==> config.mk <==
export PLATFORM = sky130hd
export DESIGN_NAME = lm_sm_sequencer
export DESIGN_NICKNAME = d
export VERILOG_FILES = /design/src/rtl/lm_sm_sequencer.sv
export SDC_FILE = /design/constraint.sdc
export NUM_CORES = 1
export LEC_CHECK = 0
export CORE_AREA = 2 2 62 64
export DETAILED_ROUTE_END_ITERATION = 8
export DIE_AREA = 0 0 64 66
export HOLD_SLACK_MARGIN = 0.08
export MAX_ROUTING_LAYER = met4
export PLACE_DENSITY = 0.85
export SETUP_SLACK_MARGIN = 0.05
export SKIP_CTS_REPAIR_TIMING = 1
export SLEW_MARGIN = 20
export SYNTH_ARGS = -nofsm -noshare
export SYNTH_HDL_FRONTEND = slang
export SYNTH_SLANG_ARGS = --single-unit
==> constraint.sdc <==
create_clock -name clk -period 4.1 [get_ports clk]
set_input_delay 0.82 -clock clk [delete_from_list [all_inputs] [get_ports clk]]
set_output_delay 0.82 -clock clk [all_outputs]
set_load 0.02 [all_outputs]
==> src/rtl/lm_sm_sequencer.sv <==
// ---------------------------------------------------------------------------
// lm_sm_sequencer
//
// Purpose:
//   Decode-stage micro-sequencer for the load-multiple (LM) and
//   store-multiple (SM) instructions. A single instruction carries an 8-bit
//   register list. This block expands that list into one single-register
//   memory micro-op per cycle, presented to ID/EX. It freezes PC and IF/ID
//   while it is expanding.
//
//   Registers are issued in ascending order (R0 first, R7 last). Addresses
//   are consecutive from the base address, so the k-th issued uop uses
//   base_addr + k no matter which list bits are clear.
//
// Ports:
//   clk          rising-edge clock
//   reset        synchronous, active-high
//   instr_valid  ID holds a valid instruction
//   opcode       ID instruction opcode
//   reg_list     ID imm8; bit i set means register Ri is transferred
//   base_addr    value of RA read in ID (start address)
//   stall_in     downstream hold of ID/EX; freezes the current uop
//   flush        squash of ID (branch / R7 redirect); aborts a sequence
//   uop_valid    micro-op presented to ID/EX this cycle
//   uop_LM       uop is a load (register write)
//   uop_SM       uop is a store (no register write)
//   uop_rd       register for this uop (load dest / store source)
//   uop_addr     memory address for this uop
//   uop_last     uop is the final one of the instruction
//   hold_fetch   freeze PC and IF/ID
// ---------------------------------------------------------------------------
module lm_sm_sequencer #(
  parameter int          ADDR_W = 16,
  parameter logic [3:0]  LM_OP  = 4'b0110,
  parameter logic [3:0]  SM_OP  = 4'b0111
) (
  input  logic              clk,
  input  logic              reset,
  input  logic              instr_valid,
  input  logic [3:0]        opcode,
  input  logic [7:0]        reg_list,
  input  logic [ADDR_W-1:0] base_addr,
  input  logic              stall_in,
  input  logic              flush,
  output logic              uop_valid,
  output logic              uop_LM,
  output logic              uop_SM,
  output logic [2:0]        uop_rd,
  output logic [ADDR_W-1:0] uop_addr,
  output logic              uop_last,
  output logic              hold_fetch
);

  typedef enum logic {
    IDLE  = 1'b0,
    ISSUE = 1'b1
  } state_t;

  state_t            state_q, state_d;
  logic [7:0]        mask_q, mask_d;
  logic [ADDR_W-1:0] addr_q, addr_d;
  logic              is_lm_q, is_lm_d;

  logic              accept;
  logic              issuing;
  logic              last_uop;
  logic [2:0]        low_idx;

  // Lowest set bit of the remaining mask selects the register to issue.
  // The loop runs from high to low so the lowest set bit is written last
  // and wins.
  always_comb begin
    low_idx = 3'd0;
    for (int i = 7; i >= 0; i--) begin
      if (mask_q[i]) begin
        low_idx = 3'(i);
      end
    end
  end

  // The last uop is the one where exactly one bit remains. Clearing the
  // lowest set bit of a one-hot mask leaves zero.
  assign last_uop = (mask_q != 8'd0) && ((mask_q & (mask_q - 8'd1)) == 8'd0);

  assign issuing = (state_q == ISSUE);

  // An empty register list never starts a sequence. Such an instruction
  // flows through as a NOP without holding fetch.
  assign accept = (state_q == IDLE) && instr_valid &&
                  ((opcode == LM_OP) || (opcode == SM_OP)) &&
                  !stall_in && !flush && (reg_list != 8'd0);

  // Next-state logic. flush has priority over stall_in while issuing.
  always_comb begin
    state_d = state_q;
    mask_d  = mask_q;
    addr_d  = addr_q;
    is_lm_d = is_lm_q;
    case (state_q)
      IDLE: begin
        if (accept) begin
          state_d = ISSUE;
          mask_d  = reg_list;
          addr_d  = base_addr;
          is_lm_d = (opcode == LM_OP);
        end
      end
      ISSUE: begin
        if (flush) begin
          state_d = IDLE;
          mask_d  = 8'd0;
        end else if (!stall_in) begin
          mask_d = mask_q & (mask_q - 8'd1);
          addr_d = addr_q + ADDR_W'(1);
          if (last_uop) begin
            state_d = IDLE;
          end
        end
      end
      default: begin
        state_d = IDLE;
      end
    endcase
  end

  always_ff @(posedge clk) begin
    if (reset) begin
      state_q <= IDLE;
      mask_q  <= 8'd0;
      addr_q  <= '0;
      is_lm_q <= 1'b0;
    end else begin
      state_q <= state_d;
      mask_q  <= mask_d;
      addr_q  <= addr_d;
      is_lm_q <= is_lm_d;
    end
  end

  // Outputs come only from registers. They are gated by ISSUE so that idle
  // cycles present all zeros, even though addr_q keeps its last value.
  assign uop_valid  = issuing;
  assign uop_LM     = issuing && is_lm_q;
  assign uop_SM     = issuing && !is_lm_q;
  assign uop_rd     = issuing ? low_idx : 3'd0;
  assign uop_addr   = issuing ? addr_q : '0;
  assign uop_last   = issuing && last_uop;
  assign hold_fetch = issuing;

endmodule

# Yosys cells after proc, flatten, opt, wreduce, memory -nomap -nowiden
# Index checks and enable logic that the tools add are counted.
totals:
  regBits: 26
  out_inout_bits: 24
  wordCells: 56
  input_bits: 33
op_classes:
  reduce_logical: 19
  n_mux: 23
  addsub: 2
  bitwise_logic: 2
  eq_ne: 6
op_table:
  columns: ["operator", "count"]
  rows:
  - ["$mux 16", 4]
  - ["$pmux 16 s2", 1]
  - ["$mux 3", 9]
  - ["$mux 8", 3]
  - ["$add 16x1->16 const B", 1]
  - ["$pmux 8 s2", 1]
  - ["$reduce_bool 8->1", 2]
  - ["$logic_and 1x1->1", 9]
  - ["$and 8x8->8", 1]
  - ["$eq 4x3->1 const B", 2]
  - ["$logic_not 8->1", 1]
  - ["$sub 8x1->8 const B", 1]
  - ["$ne 2x2->1 const B", 3]
  - ["$mux 1", 4]
  - ["$reduce_and 2->1", 2]
  - ["$logic_not 1->1", 3]
  - ["$ne 3x3->1 const B", 1]
  - ["$reduce_and 3->1", 1]
  - ["$pmux 1 s2", 1]
  - ["$logic_or 1x1->1", 1]
  - ["$not 1->1", 1]

# Depth between registers and ports, before layout
# Gate-level depths: netlist of run 1.
logic_depth:
  word_depth: 9
  ltp_mapped: 8
  depth_no_buf: 6

# Least setup slack after synthesis of run 1
# No wires, ideal clock.
synth_timing:
  kind: "reg2out"
  from: "register mask_q[3]"
  to: "output uop_last"
  slack_ps: 1739
  required_ps: 3280
  arrival_time_ps: 1541
  path_stages_with_launch: 6
  cell_sequence: "dfxtp_1 -> nor4_1 -> o211ai_1 -> nand3_1 -> nor2_1 -> nor2_1"
synth_between:
  elab_chain_cells: 5
  elab_cells_between_ends: 6
synth_lines:
  columns: ["item", "line", "source"]
  rows:
  - ["start, declared", "60", "logic [7:0] mask_q, mask_d;"]
  - ["start signal, assigned", "134", "mask_q <= mask_d;"]
  - ["$sub 8x1->8", "83", "assign last_uop = (mask_q != 8'd0) && ((mask_q & (mask_q - 8'd1)) == 8'd0);"]
  - ["$and 8x8->8", "83", null]
  - ["$logic_not 8->1", "83", null]
  - ["$logic_and 1x1->1 *", "83", null]
  - ["$logic_and 1x1->1 *", "147", "assign uop_last = issuing && last_uop;"]
  - ["end, declared", "50", "output logic uop_last,"]
# Mark *: on every way between the ends. The rest lies on a longest branch, timed or not.

# Final worst setup path of run 1
# Same ends and word-level chain as after synthesis.

==> results_dict.tcl, run 1 <==
set metrics [dict create \
    critPathMaxStageDelay_ps 770 \
    hold_class "register to register" \
    grt_max_degree 37 \
    synthAdderAreaFrac_pct 0.719 \
    hpwlAfterDp_um 3300 \
    synth_top_family_by_area "simple AND/OR/NAND/NOR gates" \
    numClockSinks 26 \
    met1_length_um 2000 \
    cts_tree "done" \
    synth_compound_area_share_pct 27.8 \
    async_flop_share_pct 0 \
    syn_nets 286 \
    fin_ws_ps 724 \
    overflow 0 \
    floorplan.initialDensity_pct 49.0 \
    critPathMaxFanout 6 \
    rsz0062_at_grt "no" \
    crit_type "register to primary output" \
    dieHeight_um 66 \
    fin_worst_skew_ps 6.42 \
    leakage_uw 0.000776 \
    yosysMostFrequentCell "nor2_1" \
    rr_startpoint "hold_fetch$_SDFF_PP0_" \
    crit_chain "nor4_1 > nand4b_1 > nand3_1 > nor2_1 > nor2_1 > clkdlybuf4s50_1" \
    hold_end "addr_q[15]$_SDFFE_PP0P_" \
    track_usage_pct 24.2 \
    final_util_pct 66.5 \
    synthSimpleGateAreaFrac_pct 34.5 \
    h-tree-depth 1 \
    drt_iter0_drc 121 \
    rr_worst_depth 7 \
    max_cap_viol_count 0 \
    antenna_found_initial 0 \
    insertion_delay_ps 320 \
    slowest_stage "nor4_1" \
    num_antenna_cells 0 \
    rows 22 \
    power_density_mw_per_mm2 208 \
    cts-root-buf "clkbuf_4" \
    yosys-top-cells-count "32 x nor2_1, 30 x a21oi_1, 26 x dfxtp_1, 26 x o21ai_0, 24 x nand2_1" \
    status "finished, final reports clean" \
    place_ws_ps 1050 \
    gp_congestion 0.910 \
    ys_ff_latch 26 \
    grt_pass1_wl_um 8000 \
    top_layer "met4" \
    wl_um 4710 \
    drc 0 \
    vias 1966 \
    design_area_sq_mm 0.00236 \
    fin_setup_tns_ps 0 \
    cp.required_ps 3280 \
    netlist_area_sq_mm 0.00174 \
    fillers 307 \
    placed_area_sq_mm 0.00231 \
    ios 57 \
    ys.flop_type "dfxtp_1" \
    crit_top_cell "nor2_1" \
    setup_viol 0 \
    maxSlewHeadroom_pct 31.6 \
    routedWlPerCell_um 13.5 \
    clockBufferDepth 2 \
    vias_per_cell 5.65 \
    syn_inst 252 \
    dr_wl_met3_um 321 \
    post-route-period-util_pct 82.3 \
    arrival_ps 2560 \
    numCtsBuffers 3 \
    tightest_slew_ps 1020 \
    synth_xor_area_share_pct 0 \
    yosysUniqueCellTypes 44 \
    synth_edf_count 0 \
    cp-start-kind "register" \
    r2r-end "addr_q[0]$_SDFFE_PP0P_" \
    min_from "addr_q[15]$_SDFFE_PP0P_" \
    synth_mux_area_share_pct 0.576 \
    portBuffers 56 \
    total_power_uw 491 \
    synth_largest_area_cell "dfxtp_1" \
    grt_pass1_vias 1809 \
    die_w_um 64 \
    coreArea_sq_mm 0.00355 \
    drtAntennaViolNets 0 \
    avgSynthCellArea_sq_um 6.90 \
    fmax_mhz 296 \
    maxSlewViolCount 0 \
    layout-area-overhead-vs-synth_pct 35.7 \
    final_nets 335 \
    finalCriticalPeriod_ps 3380 \
    ff2ff_setup_slack_ps 1690 \
    synth-seq-area-share_pct 29.9 \
    hold_viol 0 \
    yosysTopAreaCellShare_pct 29.9 \
    cp-end-kind "primary output" \
    dr.pass1.iters 4 \
    ir_drop_mv 0.137 \
    clk_pin_slew_ps 150 \
    drive_gt1_share_pct 3.33 \
    wl_met2_um 2320 \
    fp.dieArea_sq_mm 0.00422 \
    yosys-top-cells-area "dfxtp_1 30%, a21oi_1 8.6%, o21ai_0 7.5%, nor2_1 6.9%, and2_1 5.8%" \
    hold_depth 2 \
    yosys_warnings 0 \
]
[placed cells by master (no fill, tap or decap), types with 3 or more instances in the layout]
cell,count
nor2_1,32
nand4_1,5
clkdlybuf4s50_1,56
dfxtp_1,26
and2_1,16
inv_1,10
o21ai_1,3
o2bb2ai_1,4
nor3_1,7
a21oi_1,30
buf_4,3
clkbuf_4,3
a211oi_1,3
nand4b_1,3
nor2b_1,9
nor4_1,6
a31oi_1,5
nand2_1,24
nand3_1,6
o21ai_0,26
[sequential cells by signal (all words and copies together), names as in the netlist]
signal      flops
mask_q          8
is_lm_q         1
hold_fetch      1
addr_q         16
[report_power, final]
| group | switching (uW) | leakage (uW) | internal [uW] |
|---|---|---|---|
| Clock | 76.0 | 0.0000279 | 98.8 |
| Sequential | 2.95 | 0.000210 | 255 |
| Combinational | 21.9 | 0.000539 | 36.9 |
[cell families after synthesis]
group | Yosys count
AND/OR/NAND/NOR | 117
AO/OA/AOI/OAI | 82
flip-flops | 26
buffers and inverters | 25
multiplexers | 1
adder cells (fa/ha/maj) | 1
[stage by stage]
| stage | cells | hold WS [ps] |
|---|---|---|
| after floorplan | 252 | 458 |
| after global placement | 344 | 481 |
| after detailed placement | 344 | 483 |
| after CTS | 348 | 506 |
| after global routing | 348 | 548 |
| final | 348 | 503 |
[layer usage]
layer,vias up,track usage [%]
li1,997,-
met1,881,30.3
met2,80,40.4
met3,8,2.90
met4,0,8.15
met5,-,-
[worst max-delay path by stage]
stage,start,end,depth (start not counted)
CTS,mask_q[3]$_SDFFE_PP0P_,uop_last,6
global route,mask_q[3]$_SDFFE_PP0P_,uop_last,6
floorplan,mask_q[3]$_SDFFE_PP0P_,uop_last,5
global placement,opcode[1],addr_q[0]$_SDFFE_PP0P_,7
detailed placement,opcode[1],addr_q[0]$_SDFFE_PP0P_,7
finish,mask_q[3]$_SDFFE_PP0P_,uop_last,6
[area by class of cell]
type	instances	area (sq um)	share of cell area, %
Multi-Input combinational cell	201	1110	46.9
Timing Repair Buffer	59	583	24.7
Sequential cell	26	520	22.1
Tap cell	48	60.1	2.55
Inverter	10	37.5	1.59
Clock inverter	1	30.0	1.27
Clock buffer	3	22.5	0.954
[critical path: cells and delay by family (launching register included)]
kind,cells,cell delay (ps)
AND/OR/NAND/NOR,5,1240
buffers and inverters,1,620
flip-flops,1,390
Power figures use the tool's default switching activity.
==> inputs of run 2 (changes only) <==
CORE_AREA = 2 2 68 70   (was 2 2 62 64)
DIE_AREA = 0 0 70 72   (was 0 0 64 66)
PLACE_DENSITY = 0.75   (was 0.85)
clock period = 3 ns   (was 4.1 ns; I/O delays follow)
==> results_dict.tcl, run 2 (synthesized netlist as in run 1, its figures left out) <==
set metrics [dict create \
    status "finished, final reports clean" \
    max_cap_viol_count 0 \
    drt_iter0_drc 76 \
    final_cell_mix "56 x clkdlybuf4s50_1, 32 x nor2_1, 30 x a21oi_1" \
    final_common_cell "clkdlybuf4s50_1" \
    insertion_delay_ps 270 \
    leakage_uw 0.000802 \
    hold_class "register to register" \
    setup_viol 0 \
    hpwlAfterDp_um 3500 \
    post-route-period-util_pct 90.5 \
    layout-area-overhead-vs-synth_pct 38.3 \
    wl_um 4760 \
    fmax_mhz 368 \
    cts_tree "done" \
    biggestRegsByFlops "addr_q x16, mask_q x8" \
    fp.dieArea_sq_mm 0.00504 \
    critPathMaxFanout 6 \
    floorplan.initialDensity_pct 40.8 \
    grt_max_degree 29 \
    portBuffers 56 \
    largest_register_ffs 16 \
    clk_pin_slew_ps 90 \
    fin_worst_skew_ps 1.43 \
    cts-root-buf "clkbuf_8" \
    fin_setup_tns_ps 0 \
    maxSlewHeadroom_pct 40.9 \
    drc 0 \
    routedWlPerCell_um 13.3 \
    arrival_ps 2120 \
    maxSlewViolCount 0 \
    final_nets 340 \
    hold_viol 0 \
    ir_drop_mv 0.144 \
    finalCriticalPeriod_ps 2720 \
    rsz0062_at_grt "no" \
    overflow 0 \
    grt_pass1_vias 1811 \
    power_density_mw_per_mm2 276 \
    ios 57 \
    numCtsBuffers 3 \
    crit_type "register to primary output" \
    cp.required_ps 2400 \
    clockBufferDepth 2 \
    numClockSinks 26 \
    vias_per_cell 5.40 \
    drtAntennaViolNets 0 \
    dieHeight_um 72 \
    num_antenna_cells 0 \
    placed_area_sq_mm 0.00235 \
    coreArea_sq_mm 0.00426 \
    tightest_slew_ps 883 \
    dr.pass1.iters 4 \
    grt_pass1_wl_um 8030 \
    gp_congestion 0.839 \
    h-tree-depth 1 \
    rows 24 \
    track_usage_pct 19.7 \
    cp-start-kind "register" \
    design_area_sq_mm 0.00240 \
    drive_gt1_share_pct 4.92 \
    vias 1927 \
    antenna_found_initial 0 \
    die_w_um 70 \
    largest-register "addr_q" \
    cp-end-kind "primary output" \
]
[run 2: report_power, final]
group	leakage, uW	switching, uW	internal [uW]	total, uW
Sequential	0.000210	3.97	348	352
Combinational	0.000564	30.6	52.7	83.3
Clock	0.0000288	112	117	229
Total	0.000802	147	518	664
[run 2: final timing paths]
| check | from | endpoint | slack [ps] | cells past startpoint |
|---|---|---|---|---|
| hold / removal | addr_q[15]$_SDFFE_PP0P_ | addr_q[15]$_SDFFE_PP0P_ | 510 | 2 |
| hold reg to reg | addr_q[15]$_SDFFE_PP0P_ | addr_q[15]$_SDFFE_PP0P_ | 510 | 2 |
| setup reg to reg | hold_fetch$_SDFF_PP0_ | addr_q[0]$_SDFFE_PP0P_ | 870 | 6 |
| setup / recovery | mask_q[3]$_SDFFE_PP0P_ | uop_last | 280 | 7 |
[run 2: metal layers]
| layer | wire length (um) | vias to the layer above | global-route usage (%) |
|---|---|---|---|
| met5 | 0 | - | - |
| li1 | - | 1003 | - |
| met1 | 2240 | 873 | 24.6 |
| met4 | 27 | 0 | 4.70 |
| met3 | 224 | 4 | 2.92 |
| met2 | 2270 | 47 | 33.8 |
[run 2: layout make-up]
| cell class | count | area (sq um) |
|---|---|---|
| inverter | 10 | 37.5 |
| clock buffer | 4 | 55.1 |
| timing repair buffer | 64 | 621 |
| sequential | 26 | 520 |
| fill | 434 | 1860 |
| tap | 52 | 65.1 |
| multi-input combinational | 201 | 1110 |
[run 2: metrics by stage]
step                total power, uW  cells  worst slack (ps)  hold WS [ps]  util, %
global placement                442    353               228           485     55.1
CTS                             668    357               258           513     56.4
detailed placement              443    353               197           497     55.1
floorplan                       389    252               859           458        -
finish                          664    357               284           512     56.4
global route                    686    357               136           539     56.4
[run 2: worst max-delay path, stage by stage, from the launching register on]
cell,delay (ps)
dfxtp_1,360
nor4_1,300
buf_4,190
nand4b_1,100
nand3_1,100
nor2_1,70
nor2_1,110
clkdlybuf4s50_1,610
